<file path="src/rtl/rfetch_sb.sv">
`default_nettype none
// +----------------------------------------------------------------------------+
// | rfetch_sb : register-fetch stage, N-read/M-write regfile, bypass, busy SB  |
// | Rev 1.0                                                                    |
// +----------------------------------------------------------------------------+
module rfetch_sb #(
  parameter int XLEN      = 32,
  parameter int NUM_REGS  = 32,
  parameter int RIDX      = $clog2(NUM_REGS),
  parameter int NUM_RD    = 2,
  parameter int NUM_WR    = 1,
  parameter int PAYLOAD_W = 64
) (
  input  logic                   clk,
  input  logic                   rst_n,
  input  logic                   flush,
  input  logic                   in_valid,
  output logic                   in_ready,
  input  logic [NUM_RD*RIDX-1:0] in_rs,
  input  logic [RIDX-1:0]        in_rd,
  input  logic                   in_rd_we,
  input  logic [PAYLOAD_W-1:0]   in_payload,
  output logic                   out_valid,
  input  logic                   out_ready,
  output logic [NUM_RD*XLEN-1:0] out_rs_data,
  output logic [RIDX-1:0]        out_rd,
  output logic                   out_rd_we,
  output logic [PAYLOAD_W-1:0]   out_payload,
  input  logic [NUM_WR-1:0]      wb_we,
  input  logic [NUM_WR*RIDX-1:0] wb_rd,
  input  logic [NUM_WR*XLEN-1:0] wb_data
);

  logic [XLEN-1:0]        r_regs [NUM_REGS];
  logic [NUM_REGS-1:0]    r_busy;
  logic [NUM_REGS-1:0]    w_busy_nxt;
  logic [NUM_REGS-1:0]    w_wb_hit;
  logic [NUM_RD*XLEN-1:0] w_opnd;
  logic [NUM_RD-1:0]      w_rs_haz;
  logic                   w_rd_haz;
  logic                   w_hazard;
  logic                   w_accept;

  always_comb begin
    w_wb_hit = '0;
    for (int j = 0; j < NUM_WR; j++) begin
      if (wb_we[j] && wb_rd[j*RIDX +: RIDX] != '0)
        w_wb_hit[wb_rd[j*RIDX +: RIDX]] = 1'b1;
    end
  end

  for (genvar k = 0; k < NUM_RD; k++) begin : g_rd
    logic [RIDX-1:0] w_rs;
    logic [XLEN-1:0] w_val;

    assign w_rs = in_rs[k*RIDX +: RIDX];

    // Later wb ports override earlier ones, matching regfile write priority.
    always_comb begin
      w_val = r_regs[w_rs];
      for (int j = 0; j < NUM_WR; j++) begin
        if (wb_we[j] && wb_rd[j*RIDX +: RIDX] == w_rs)
          w_val = wb_data[j*XLEN +: XLEN];
      end
      if (w_rs == '0)
        w_val = '0;
    end

    assign w_opnd[k*XLEN +: XLEN] = w_val;
    assign w_rs_haz[k] = (w_rs != '0) && r_busy[w_rs] && !w_wb_hit[w_rs];
  end

  assign w_rd_haz = in_rd_we && (in_rd != '0) && r_busy[in_rd] && !w_wb_hit[in_rd];
  assign w_hazard = (|w_rs_haz) | w_rd_haz;
  assign in_ready = (~out_valid | out_ready) & ~w_hazard & ~flush;
  assign w_accept = in_valid & in_ready;

  always_ff @(posedge clk or negedge rst_n) begin
    if (!rst_n) begin
      for (int r = 0; r < NUM_REGS; r++)
        r_regs[r] <= '0;
    end else begin
      for (int j = 0; j < NUM_WR; j++) begin
        if (wb_we[j] && wb_rd[j*RIDX +: RIDX] != '0)
          r_regs[wb_rd[j*RIDX +: RIDX]] <= wb_data[j*XLEN +: XLEN];
      end
    end
  end

  always_comb begin
    w_busy_nxt = r_busy & ~w_wb_hit;
    if (flush)
      w_busy_nxt = '0;
    else if (w_accept && in_rd_we && in_rd != '0)
      w_busy_nxt[in_rd] = 1'b1;
    w_busy_nxt[0] = 1'b0;
  end

  always_ff @(posedge clk or negedge rst_n) begin
    if (!rst_n)
      r_busy <= '0;
    else
      r_busy <= w_busy_nxt;
  end

  always_ff @(posedge clk or negedge rst_n) begin
    if (!rst_n) begin
      out_valid   <= 1'b0;
      out_rs_data <= '0;
      out_rd      <= '0;
      out_rd_we   <= 1'b0;
      out_payload <= '0;
    end else if (flush) begin
      out_valid <= 1'b0;
    end else if (w_accept) begin
      out_valid   <= 1'b1;
      out_rs_data <= w_opnd;
      out_rd      <= in_rd;
      out_rd_we   <= in_rd_we;
      out_payload <= in_payload;
    end else if (out_ready) begin
      out_valid <= 1'b0;
    end
  end

endmodule
`default_nettype wire

</file>
<file path="config.mk">
export PLATFORM = sky130hd
export DESIGN_NAME = rfetch_sb
export DESIGN_NICKNAME = d
export VERILOG_FILES = /design/src/rtl/rfetch_sb.sv
export SDC_FILE = /design/constraint.sdc
export NUM_CORES = 2
export LEC_CHECK = 0
export BUFFER_PORTS_ARGS = -buffer_cell sky130_fd_sc_hd__buf_2
export CAP_MARGIN = 10
export CORE_MARGIN = 8
export CORE_UTILIZATION = 58
export DETAILED_ROUTE_END_ITERATION = 16
export HOLD_SLACK_MARGIN = 0.05
export PLACE_DENSITY = 0.8
export SLEW_MARGIN = 20
export SYNTH_ARGS = -nofsm -noshare
export SYNTH_HDL_FRONTEND = slang
export SYNTH_SLANG_ARGS = --single-unit
</file>
<file path="constraint.sdc">
create_clock -name clk -period 2.95 [get_ports clk]
set_clock_uncertainty 0.05 [all_clocks]
set_input_delay 0.1475 -clock clk [delete_from_list [all_inputs] [get_ports clk]]
set_output_delay 0.1475 -clock clk [all_outputs]
set_load 0.01 [all_outputs]
</file>
After elaboration in Yosys (flattened, before gate mapping)
Index checks and enable logic that the tools add are counted.
{"block": "word_totals", "output_inout_bits": 136, "mem_bits_rw": 0, "register_bits": 1190, "n_memories": 0, "rom_bits": 0, "latchBits": 0, "input_bits": 123, "elab_cells": 126}
{"block": "op_classes", "add_sub_neg": 0, "n_mux": 35, "shift": 0, "mul": 0, "n_div": 0, "reduce_logical": 27, "order_cmp": 10, "bitwise_logic": 14, "eq_ne": 2}
{"op": "$bwmux 1024", "n": 1}
{"op": "$mux 32", "n": 12}
{"op": "$bmux 32 s5", "n": 2}
{"op": "$demux 32 s5", "n": 1}
{"op": "$and 32x32->32", "n": 1}
{"op": "$not 32->32", "n": 1}
{"op": "$or 32x32->32", "n": 1}
{"op": "$bmux 1 s5", "n": 6}
{"op": "$lt 5x6->1 const B", "n": 4}
{"op": "$reduce_bool 5->1", "n": 4}
{"op": "$ge 6x6->1 const B", "n": 3}
{"op": "$not 5->6", "n": 3}
{"op": "$logic_and 1x1->1", "n": 15}
{"op": "$mux 1", "n": 11}
{"op": "$demux 1 s5", "n": 2}
{"op": "$eq 5x5->1", "n": 2}
{"op": "$ge 5x1->1 const B", "n": 2}
{"op": "$logic_not 5->1", "n": 2}
{"op": "$lt 6x1->1 const B", "n": 1}
{"op": "$and 1x1->1", "n": 3}
{"op": "$logic_not 1->1", "n": 3}
{"op": "$not 1->1", "n": 3}
{"op": "$reduce_bool 3->1", "n": 1}
{"op": "$or 1x1->1", "n": 2}
{"op": "other kinds (2)", "n": 2}

Depth between registers and ports, before layout
{"block": "depth", "depth_word": 19, "depth_mapped": 12, "depth_no_buf": 7}

Worst setup path after synthesis
OpenSTA, ideal clock, no wires.
{"block": "synth_path", "path_kind": "input -> register", "startpoint": "input in_rs[6]", "endpoint": "register out_rs_data[35]", "arrival_ps": 2677, "n_path_buf": 4, "required_time_ps": 2773, "setup_ps": 127, "stages": 11, "slack_ps": 96, "path_cell_list": "buf_2 buf_1 buf_1 buf_1 mux4_2 mux4_2 mux2i_1 nand2_1 o21ai_0 nor2_1 mux2_1"}
{"block": "synth_between", "elab_chain_cells": 11, "word_cells_on_any_way": 24, "cone_classes": "1 x eq/ne; 9 x mux; 6 x bitwise; 8 x reduce/logical"}
{"element": "start: declaration", "line_no": "19", "source": "input logic [NUM_RD*RIDX-1:0] in_rs,"}
{"element": "$bmux 1 s5", "line_no": "70", "source": "assign w_rs_haz[k] = (w_rs != '0) && r_busy[w_rs] && !w_wb_hit[w_rs];"}
{"element": "$mux 1 (not written as such)", "line_no": "70"}
{"element": "$logic_and 1x1->1 or $logic_not 1->1 (tied branches)", "line_no": "70"}
{"element": "$logic_and 1x1->1", "line_no": "70"}
{"element": "$reduce_or 2->1", "line_no": "74", "source": "assign w_hazard = (|w_rs_haz) | w_rd_haz;"}
{"element": "$or 1x1->1", "line_no": "74"}
{"element": "$not 1->1", "line_no": "75", "source": "assign in_ready = (~out_valid | out_ready) & ~w_hazard & ~flush;"}
{"element": "$and 1x1->1 (2 in series)", "line_no": "75"}
{"element": "$and 1x1->1", "line_no": "76", "source": "assign w_accept = in_valid & in_ready;"}
{"element": "$reduce_and 2->1 (no source line)"}
{"element": "end signal: assignment", "line_no": "117", "source": "out_rs_data <= w_opnd;"}
{"element": "end: declaration", "line_no": "25", "source": "output logic [NUM_RD*XLEN-1:0] out_rs_data,"}
Several ways; a longest one is shown, not always the timed one. The select of a mux whose other input is x is not followed.
A chain may end at the register's enable or synchronous reset.

Final worst setup path
{"block": "layout_path", "startpoint": "register r_busy[27]", "endpoint": "register r_busy[15]"}
{"block": "layout_between", "elab_chain_cells": 14, "word_cells_on_any_way": 22, "cone_classes": "8 x mux; 5 x bitwise; 9 x reduce/logical"}
{"element": "start: declaration", "line_no": "35", "source": "logic [NUM_REGS-1:0] r_busy;"}
{"element": "start signal: assignment", "line_no": "103", "source": "r_busy <= w_busy_nxt;"}
{"element": "$bmux 1 s5", "line_no": "70"}
{"element": "$mux 1 (not written as such)", "line_no": "70"}
{"element": "$logic_and 1x1->1 (2 in series)", "line_no": "70"}
{"element": "$reduce_or 2->1", "line_no": "74"}
{"element": "$or 1x1->1 (*)", "line_no": "74"}
{"element": "$not 1->1 (*)", "line_no": "75"}
{"element": "$and 1x1->1 (*) (2 in series)", "line_no": "75"}
{"element": "$and 1x1->1 (*)", "line_no": "76"}
{"element": "$logic_and 1x1->1 (*) (2 in series)", "line_no": "94", "source": "else if (w_accept && in_rd_we && in_rd != '0)"}
{"element": "$mux 32 (*)", "line_no": "94"}
{"element": "$mux 32 (*)", "line_no": "92", "source": "if (flush)"}
{"element": "named net w_busy_nxt[15]", "line_no": "36", "source": "logic [NUM_REGS-1:0] w_busy_nxt;"}
The timed path passes the listed nets; every way through them passes the cells marked *. The select of a mux whose other input is x is not followed.

==> impl_results.md <==
- Status: finished, final reports clean
- Power Dens Cells: 676.0 nW/um^2
- Clk buf depth: 3
- Die footprint: 118400 sq um
- Max H-tree Level: 3
- DR pass1 iterations: 6
- Clock Latency Late Sink: 0.72 ns
- CTS tree: yes
- Critical Path Max Stage Delay: 0.49 ns
- Share of post-route cells with drive strength above 1: 55.56%
- Initial antenna violation count: 9
- Drt drc: 0
- Post-route setup slack: 0.0007028 ns
- CTS root buffer: clkbuf_16
- Sequential cell area: 29780 sq um
- Bufs and invs on worst path: 2
- Initial DRC Count: 4397
- RSZ-0062 raised after global routing: yes
- Ranking of synthesized cells by instance count: 1190 x dfrtp_1, 1001 x mux2_2, 655 x mux4_2
- Sequential fraction of the synthesis area: 47.68%
- Die Y: 344.2 um
- Post-layout util: 67.38%
- Setup violators final: 0
- Core Footprint: 106900 sq um
- First-pass GRT wire length: 276700 um
- CP required: 3.49 ns
- Total CTS buffers: 121
- Worst-path clk slew: 0.07 ns
- Tcrit/Tclk final: 99.98%
- Wire per inst: 31.73 um
- Largest net degree at the start of global routing: 139
- Yosys cell types: 61
- Die W: 344.2 um
- Layout Cells excl Fill: 5756
- Vias in the first global route: 42580
- Post-synth ARST share: 100.0%
- EDFF count, synth: 0
- Post-synth top area cell: dfrtp_1
- Critical path arrival: 3.49 ns
- Vias: 40400
- Min-Delay Path Class: primary input to asynchronous set/reset pin
- Final net count: 4365
- Most frequent CP cell: mux4_2
- Clock Sinks: 1190
- CP Max Fanout: 57
- RD Place Congestion: 0.8667
- Cell leakage power: 31.61 nW
- Synthesized cell area: 62460 sq um
- I/O pin count: 259
- Mapped Nets: 4107
- Max-slew violations: 0
- Top-count cell post-synth: dfrtp_1
- Rel. slew slack: 29.02%
- Multi-input logic area: 31030 sq um
- Total GRT Usage: 31.02%
- Detailed Place HPWL: 104400 um
- FILL cells: 6980
- Delay-heaviest family, CP: multiplexers
- Worst slew pin tran: 1.065 ns
- Cells after Synth: 3984
- Worst VDD drop: 493.6 uV
- DR vias/cell: 7.019
- CP max-delay cell: mux4_2
- Ys Warns: 0
- Worst-path cell chain: mux4_2 > mux4_2 > a211oi_2 > nand4_1 > buf_6 > buf_12 > o32ai_1
- Rows: 120
- Post-synth top flop: dfrtp_1
- Area share of the largest cell type after synthesis: 47.68%
- Critical path endpoint category: register
- Routed WL: 182700 um
- Worst setup SP type: register
- #FFs+latches synth: 1190
- Final hold vios: 0
- Syn Area/Cell: 15.68 sq um
- Max Fclk: 0.3391 GHz
- Max-Cap Viols: 0
- Starting Density: 58.43%
- Total grt overflow: 0
- ANT nets after route: 0
- Kind of critical path: register to register
- Pre-CTS setup slack: -0.04678 ns
- Area overhead of the layout relative to synthesis: 15.32%
- PortBufs: 258
- Crit path time final: 2.949 ns
- Area contributors post-synth: dfrtp_1 48%, mux4_2 24%, mux2_2 18%, mux2_1 2.3%, clkbuf_1 1.8%
- Placed cells: 5410
[tightest hold or removal path, stage by stage]
cell           delay [ns]
dlygate4sd3_1        0.58
buf_12               0.21
buf_12               0.25
[kinds of logic after synthesis]
family                    Yosys count  synth area share [%]
buffers and inverters             458                 3.055
and+or+nand+nor                   352                 2.708
DFF                              1190                 47.68
AOI/OAI and AO/OA                 135                 1.575
muxes                            1835                 44.79
xor gates and xnor gates           14                0.1963
[state kept, by name, indices dropped and copies added, names as in the netlist]
signal       flops
r_regs        1024
out_payload     64
out_rs_data     64
r_busy          31
out_rd           5
out_rd_we        1
out_valid        1
[metal layers]
metal / vias up / global-route usage, % / routed length (um) / share of wire [%]
li1: 15920 / - / - / -
met1: 21720 / 42.88 / 70790 / 39
met2: 2240 / 48.33 / 86460 / 47
met3: 520 / 6.771 / 17360 / 9.5
met4: 0 / 12.55 / 8054 / 4.4
met5: - / 0 / 0 / 0
[worst paths after layout]
check                                        to  cells past startpoint           from  slack [ns]
worst min-delay path                 r_regs[83]                      3          rst_n        0.09
worst max register to register       r_busy[15]                      7     r_busy[27]      0.0007
worst min register to register     r_regs[1007]                      0   r_regs[1007]        0.35
max in group asynchronous       out_payload[11]                      3          rst_n        1.98
min in group clk                 out_payload[9]                      3  in_payload[9]        0.14
worst max-delay path                 r_busy[15]                      7     r_busy[27]      0.0007
[cell type report]
cell class,instances,area share [%]
multi-input cells,2336,43.08
flip-flops and latches,1190,41.34
repair buffers,586,7.249
clock buffers,177,5.001
well taps,1403,2.437
clock inverters,51,0.8321
inverters,7,0.03648
diodes,6,0.02084
[report_power, final]
part	internal [mW]	switching, mW	total, mW
combinational	6.40	4.20	10.6
sequential	19.6	2.37	22.0
clock	9.48	6.63	16.1
total	35.5	13.2	48.7
[cell usage in the layout, fill, tap and decap left out, types with 4 or more instances in the layout]
master,netlist,layout
mux2_2,1001,1001
nor2_4,0,11
xor2_1,5,5
buf_2,61,248
bufinv_16,0,12
nand3b_1,19,19
diode_2,0,6
nor3_1,11,5
nor2_1,86,75
xnor2_1,9,9
clkinvlp_4,0,7
clkinv_2,0,27
o21ai_0,68,68
buf_8,0,5
buf_4,4,134
nand3_1,43,43
o32ai_1,4,4
o31ai_1,16,16
buf_12,0,87
nand2_4,0,12
or3_1,5,4
o41ai_2,15,14
nand2_1,131,119
clkbuf_16,0,125
inv_1,6,6
clkbuf_8,0,30
clkbuf_1,300,23
nand4_1,5,5
mux4_2,655,655
o22ai_1,4,4
nor2b_1,5,5
mux2_1,128,128
nand2b_1,10,10
nor3_2,0,6
mux2i_1,51,51
dfrtp_1,1190,1190
or3b_2,16,16
dlygate4sd3_1,0,107
[what timing repair did]
action / in CTS / in global routing
endpoints found under the setup margin: 72 / 99
endpoints found under the hold margin: 1923 / 0
hold buffers: 108 / 0
cloned: 0 / 2
pin swaps: 2 / 3
gates resized for setup: 1 / 9
buffers inserted: 0 / 2
[through the flow]
stage          instance area, sq um  power (mW)  TNS [ns]  hold slack (ns)
6_report                      72030       48.69         0          0.09357
5_1_grt                       72020       50.57    -1.412           0.1240
4_1_cts                       71940       48.70         0          0.07732
3_5_place_dp                  66630       32.47   -0.8200          0.05839
3_3_place_gp                  66630       31.86  -0.02740          0.05577
2_1_floorplan                 62460       28.91         0          -0.1981
(Power assumes the default switching activity.)
